`src/rtl/agc_io_channel_file.sv`:
```
// rtl/agc_io_channel_file.sv - latched input channels, handshaked output holding registers and status word for the AGC core
module agc_io_channel_file #(
  parameter int WIDTH = 15,
  parameter int N_IN  = 5,
  parameter int N_OUT = 4,
  parameter int SEL_W = 4
) (
  input  logic                   clock,
  input  logic                   reset,
  input  logic [N_IN*WIDTH-1:0]  in_data,
  input  logic [N_IN-1:0]        in_valid,
  input  logic [SEL_W-1:0]       sel_read,
  input  logic                   en_read,
  input  logic                   stall,
  output logic [WIDTH-1:0]       data_read,
  input  logic [SEL_W-1:0]       sel_write,
  input  logic [WIDTH-1:0]       data_write,
  input  logic                   en_write,
  output logic [N_OUT*WIDTH-1:0] out_data,
  output logic [N_OUT-1:0]       out_valid,
  input  logic [N_OUT-1:0]       out_ready,
  output logic                   irq
);

  localparam logic [SEL_W-1:0] STATUS_SEL = '1;
  localparam int STAT_USED = N_IN + 2 * N_OUT;

  // The select space must hold every channel plus the status word, and the status fields must fit a word.
  if (N_IN + N_OUT >= 2 ** SEL_W || STAT_USED > WIDTH) begin : g_param_check
    $error("agc_io_channel_file: select map or status word does not fit the chosen parameters");
  end

  logic [N_IN-1:0][WIDTH-1:0]  in_reg_q, in_reg_d;
  logic [N_IN-1:0]             fresh_q, fresh_d;
  logic [N_OUT-1:0][WIDTH-1:0] out_reg_q, out_reg_d;
  logic [N_OUT-1:0]            out_valid_q, out_valid_d;
  logic [N_OUT-1:0]            overflow_q, overflow_d;
  logic [WIDTH-1:0]            data_read_q, data_read_d;

  logic [WIDTH-1:0]            status_word;
  logic [WIDTH-1:0]            rd_word;
  logic                        rd_fire;

  // Status word assembled from the live flag registers; unused upper bits read 0.
  always_comb begin
    status_word = '0;
    status_word[STAT_USED-1:0] = {overflow_q, out_valid_q, fresh_q};
  end

  // Read mux over the select map; unmapped selects fall through to 0.
  always_comb begin
    rd_word = '0;
    for (int k = 0; k < N_IN; k++) begin
      if (sel_read == SEL_W'(k)) rd_word = in_reg_q[k];
    end
    for (int k = 0; k < N_OUT; k++) begin
      if (sel_read == SEL_W'(N_IN + k)) rd_word = out_reg_q[k];
    end
    if (sel_read == STATUS_SEL) rd_word = status_word;
  end

  // Input side: serial loads set fresh, a consuming core read clears it, and a load in the same cycle wins.
  always_comb begin
    rd_fire     = en_read & ~stall;
    data_read_d = rd_fire ? rd_word : data_read_q;
    for (int k = 0; k < N_IN; k++) begin
      in_reg_d[k] = in_valid[k] ? in_data[k*WIDTH +: WIDTH] : in_reg_q[k];
      fresh_d[k]  = in_valid[k] | (fresh_q[k] & ~(rd_fire && sel_read == SEL_W'(k)));
    end
  end

  // Output side: core writes fill the holding register, a completed handshake empties it,
  // and overwriting a still-pending word that is not leaving this cycle records an overflow.
  always_comb begin
    for (int k = 0; k < N_OUT; k++) begin
      logic wr_k;
      logic xfer_k;
      logic clr_k;
      wr_k   = en_write && sel_write == SEL_W'(N_IN + k);
      xfer_k = out_valid_q[k] & out_ready[k];
      clr_k  = en_write && sel_write == STATUS_SEL && data_write[N_IN + N_OUT + k];
      out_reg_d[k]   = wr_k ? data_write : out_reg_q[k];
      out_valid_d[k] = wr_k | (out_valid_q[k] & ~xfer_k);
      overflow_d[k]  = (overflow_q[k] & ~clr_k) | (wr_k & out_valid_q[k] & ~xfer_k);
    end
  end

  // State registers; reset clears everything immediately, including pending output handshakes.
  always_ff @(posedge clock or posedge reset) begin
    if (reset) begin
      in_reg_q    <= '0;
      fresh_q     <= '0;
      out_reg_q   <= '0;
      out_valid_q <= '0;
      overflow_q  <= '0;
      data_read_q <= '0;
    end else begin
      in_reg_q    <= in_reg_d;
      fresh_q     <= fresh_d;
      out_reg_q   <= out_reg_d;
      out_valid_q <= out_valid_d;
      overflow_q  <= overflow_d;
      data_read_q <= data_read_d;
    end
  end

  assign data_read = data_read_q;
  assign out_data  = out_reg_q;
  assign out_valid = out_valid_q;
  assign irq       = |fresh_q;

endmodule

```
`config.mk`:
```
export PLATFORM = sky130hd
export DESIGN_NAME = agc_io_channel_file
export DESIGN_NICKNAME = d
export VERILOG_FILES = /design/src/rtl/agc_io_channel_file.sv
export SDC_FILE = /design/constraint.sdc
export NUM_CORES = 1
export LEC_CHECK = 0
export ABC_AREA = 1
export CAP_MARGIN = 20
export CORE_UTILIZATION = 42
export CTS_CLUSTER_SIZE = 25
export DETAILED_ROUTE_END_ITERATION = 12
export GPL_TIMING_DRIVEN = 0
export PLACE_DENSITY = 0.71
export SETUP_SLACK_MARGIN = 0.2
export SYNTH_ARGS = -nofsm -noshare
export SYNTH_HDL_FRONTEND = slang
export SYNTH_SLANG_ARGS = --single-unit
```
`constraint.sdc`:
```
create_clock -name clock -period 16.7 [get_ports clock]
set_input_delay 3.34 -clock clock [delete_from_list [all_inputs] [get_ports clock]]
set_output_delay 3.34 -clock clock [all_outputs]
set_load 0.05 [all_outputs]
```
-- Yosys cells after proc, flatten, opt, wreduce, memory -nomap -nowiden
Cells that the tools add are included.
- input bits: 112
- register bits after elaboration: 163
- output and inout bits: 80
- bitwise logic cells: 53
- equal/unequal tests: 14
- reductions and logical operators: 16
- mux-type cells: 10
- operator list (cell ; number):
    15-bit 2-to-1 mux ; 10
    4-bit by 3-bit == test with 1-bit output, second input constant ; 7
    1-bit AND ; 26
    4-bit == test, second input constant ; 4
    1-bit logical AND ; 14
    1-bit NOT ; 14
    1-bit OR ; 13
    4-bit by 2-bit == test with 1-bit output, second input constant ; 2
    5-bit OR reduction ; 1
    4-bit by 1-bit == test with 1-bit output, second input constant ; 1
    4-bit zero test ; 1

-- Longest topological paths before layout
- word-level depth: 11
- depth in mapped cells: 11
- depth with buffers taken out: 11

-- Least setup slack after synthesis
OpenSTA, ideal clock, no wires.
- kind: input -> register
- from: in in_valid[0]
- to: reg in_reg_q[0] (netlist name)
- slack: 12281 ps
- data required time: 16575 ps
- arrival time: 4294 ps
- library setup time: 125 ps
- stages on the path: 3
- buffers on the path: 2
- cell sequence: clkbuf_1 buf_1 mux2_2
- RTL lines (item ; RTL line ; source):
    start, declared ; 11 ; input logic [N_IN-1:0] in_valid,
    end signal, assigned ; 98 ; in_reg_q <= in_reg_d;
    end, declared ; 33 ; logic [N_IN-1:0][WIDTH-1:0] in_reg_q, in_reg_d;
No word-level cell between the ends.

-- Final worst setup path
- from: reg fresh_q[2]
- to: out irq
- cells in the longest elaborated chain, start to end: 1
- ends and longest elaborated chain (item ; RTL line ; source):
    start, declared ; 34 ; logic [N_IN-1:0] fresh_q, fresh_d;
    start signal, assigned ; 99 ; fresh_q <= fresh_d;
    5-bit OR reduction ; 110 ; assign irq = |fresh_q;
    end, declared ; 22 ; output logic irq
No other way between the ends.

==> results.toml <==
[yosys]
syn-instance-count = 903
ys_seq_elements = 163
yosysWarnings = 0
syn_area_per_cell_sq_um = 8.096
netlist_area_sq_um = 7311
synth_seq_area_share = 0.5579
synth_cell_types = 25
synth_fp_nets = 1015

[pwr]
power.density_nw_per_um2 = 121.5
p_leak_nw = 4.828
vdd_drop_max_mv = 0.08232

[die]
ios = 192
die_height_microns = 133.9
dieArea_sq_um = 17940
die_w_microns = 133.9
coreArea_sq_um = 16760
fp-row-count = 47
start_util = 0.4362

[clock_tree]
path_clk_slew_ps = 60
cts_hold_buf = 0
clk_latency_ps = 430
post_cts_buffers = 0
cts_made_buffers = 17
cts_root_buf = "clkbuf_16"
tritoncts = "yes"
h-tree-depth = 4
cts_buffer_depth = 2
cts.repair.resized = 0
cts.sinks = 163

[routing]
drt_first_iter_violations = 504
vias = 6802
route.detailed.vias_per_inst = 5.069
ant_nets = 0
first_pass_iters = 5
wl_per_cell_microns = 16.71
wl_mm = 22.43
route.detailed.drc = 0

[global_route]
grt_max_degree = 95
grt_antenna_before_repair = 0
grt_pass1_vias = 6567
grt_pass1_wl_mm = 35.69
grtUsageTotal = 0.2662
grt-ovfl-total = 0

[job]
max_cap_viol_count = 0

[outcome]
outcome = "finished clean"

[setup_path]
cp_cell_sequence = "nor3_1 -> nand2_1 -> clkdlybuf4s50_1"
critPathRequiredTime_ps = 13360
critPathCaptureType = "output port"
cp_max_fo = 3
worstSetupStartpointType = "register"
crit_slowest_cell = "clkdlybuf4s50_1"
crit_type = "reg2out"
cp_data_arrival_time_ps = 1890
cpPeakStageDelay_ps = 750

[timing]
report.final.hold_viol_count = 0
rsz0062_at_grt = "no"
period_share = 0.3131
setup_ws_ps = 11470
tns_ps = 0
relSlewSlack = 0.5669
max_freq_mhz = 191.2
worst_pin_slew_ps = 649.6
finClkSkew_ps = 9.309
drv_slew = 0
layout_min_cycle_time_ps = 5230
finalSetupViolCount = 0

[cells_and_area]
syn_to_final_growth_pct = 38.27
final_cell_mix = "nand2_1 (342), clkdlybuf4s50_1 (186), dfrtp_1 (163)"
diodes = 0
drive_gt1_frac = 0.07487
layout.cells.non_filler = 1342
nets = 1221
fillCellCount = 1489
final_common_cell = "nand2_1"

[placement]
routabilityCongestion = 0.8708
placed_cells = 1310
place_ws_ps = 11360
portBuffers = 186
dp_hpwl_mm = 17.01

[worst_hold_path]
min_path_type = "reg2reg"
[sequential cells by signal, summed over array words and instances, names as in the netlist]
register and flops:
data_read 15, fresh_q 5, out_valid 4, overflow_q 4
out_data 60, in_reg_q 75
[layer usage]
layer	share of wire	GRT usage	routed length [microns]	vias up
met3	0.071	0.04611	1600	48
met2	0.46	0.4145	10210	274
met5	0	0	0	-
met1	0.44	0.3634	9835	3213
met4	0.035	0.1212	775	0
li1	-	-	-	3267
[power breakdown]
group	switching (mW)	internal, mW	leakage (nW)	total (mW)
logic	0.212	0.114	2.53	0.326
registers	0.0383	0.448	2.00	0.486
clock network	0.162	0.255	0.297	0.417
[critical path, delay by kind of cell (launching register included)]
family        cells  cell delay, ps
buf+inv           1             750
flops             1             430
simple gates      2             280
[synth_stat cells, drive strengths merged]
cell	instances	area share
nand2	345	0.18
dfrtp	163	0.56
o21ai	93	0.064
inv	80	0.041
nor2	76	0.041
nand3	34	0.024
clkbuf	27	0.014
nand4	24	0.021
mux2	15	0.023
a21oi	14	0.0096
buf	13	0.0091
or2	11	0.0094
nor3	5	0.0056
a21o	1	0.0010
clkinv	1	0.00051
o31ai	1	0.0010
[final timing paths]
path | endpoint | depth (start not counted) | from | slack (ps)
max in group asynchronous | data_read[14]$_DFFE_PP0P_ | 3 | reset | 12540
setup reg to reg | data_read[2]$_DFFE_PP0P_ | 8 | in_reg_q[32]$_DFFE_PP0P_ | 15420
hold reg to reg | in_reg_q[58]$_DFFE_PP0P_ | 2 | in_reg_q[58]$_DFFE_PP0P_ | 470
hold / removal | in_reg_q[58]$_DFFE_PP0P_ | 2 | in_reg_q[58]$_DFFE_PP0P_ | 470
min in group asynchronous | in_reg_q[7]$_DFFE_PP0P_ | 2 | reset | 3350
setup / recovery | irq | 3 | fresh_q[2]$_DFF_PP0_ | 11470
[through the flow]
step	power [mW]	hold slack, ps	cell area (sq um)	utilization
2_1_floorplan	0.6829	442.2	7311	-
3_3_place_gp	0.8134	453.7	9448	0.5637
3_5_place_dp	0.8184	460.1	9483	0.5658
4_1_cts	1.234	474.3	10110	0.6031
5_1_grt	1.280	492.1	10110	0.6031
6_report	1.228	470.7	10110	0.6031
[area by class of cell]
class                   count  area (sq um)  area share
clock inverters            12         178.9     0.01770
plain buffers              40         167.7     0.01659
inverters                  81         311.5     0.03082
clock buffers              20         446.7     0.04419
repair buffers            187          1889      0.1869
well taps                 220         275.3     0.02723
flip-flops and latches    163          4079      0.4035
multi-input cells         619          2760      0.2731
[cells by family (layout without fill, tap and decap cells)]
| family | Yosys count | count (layout) | synth area share |
|---|---|---|---|
| multiplexers | 15 | 15 | 0.02310 |
| buffers and inverters | 121 | 340 | 0.06452 |
| AND/OR/NAND/NOR | 495 | 495 | 0.2791 |
| flip-flops | 163 | 163 | 0.5579 |
| AO/OA/AOI/OAI | 109 | 109 | 0.07531 |
(Power assumes the default switching activity.)
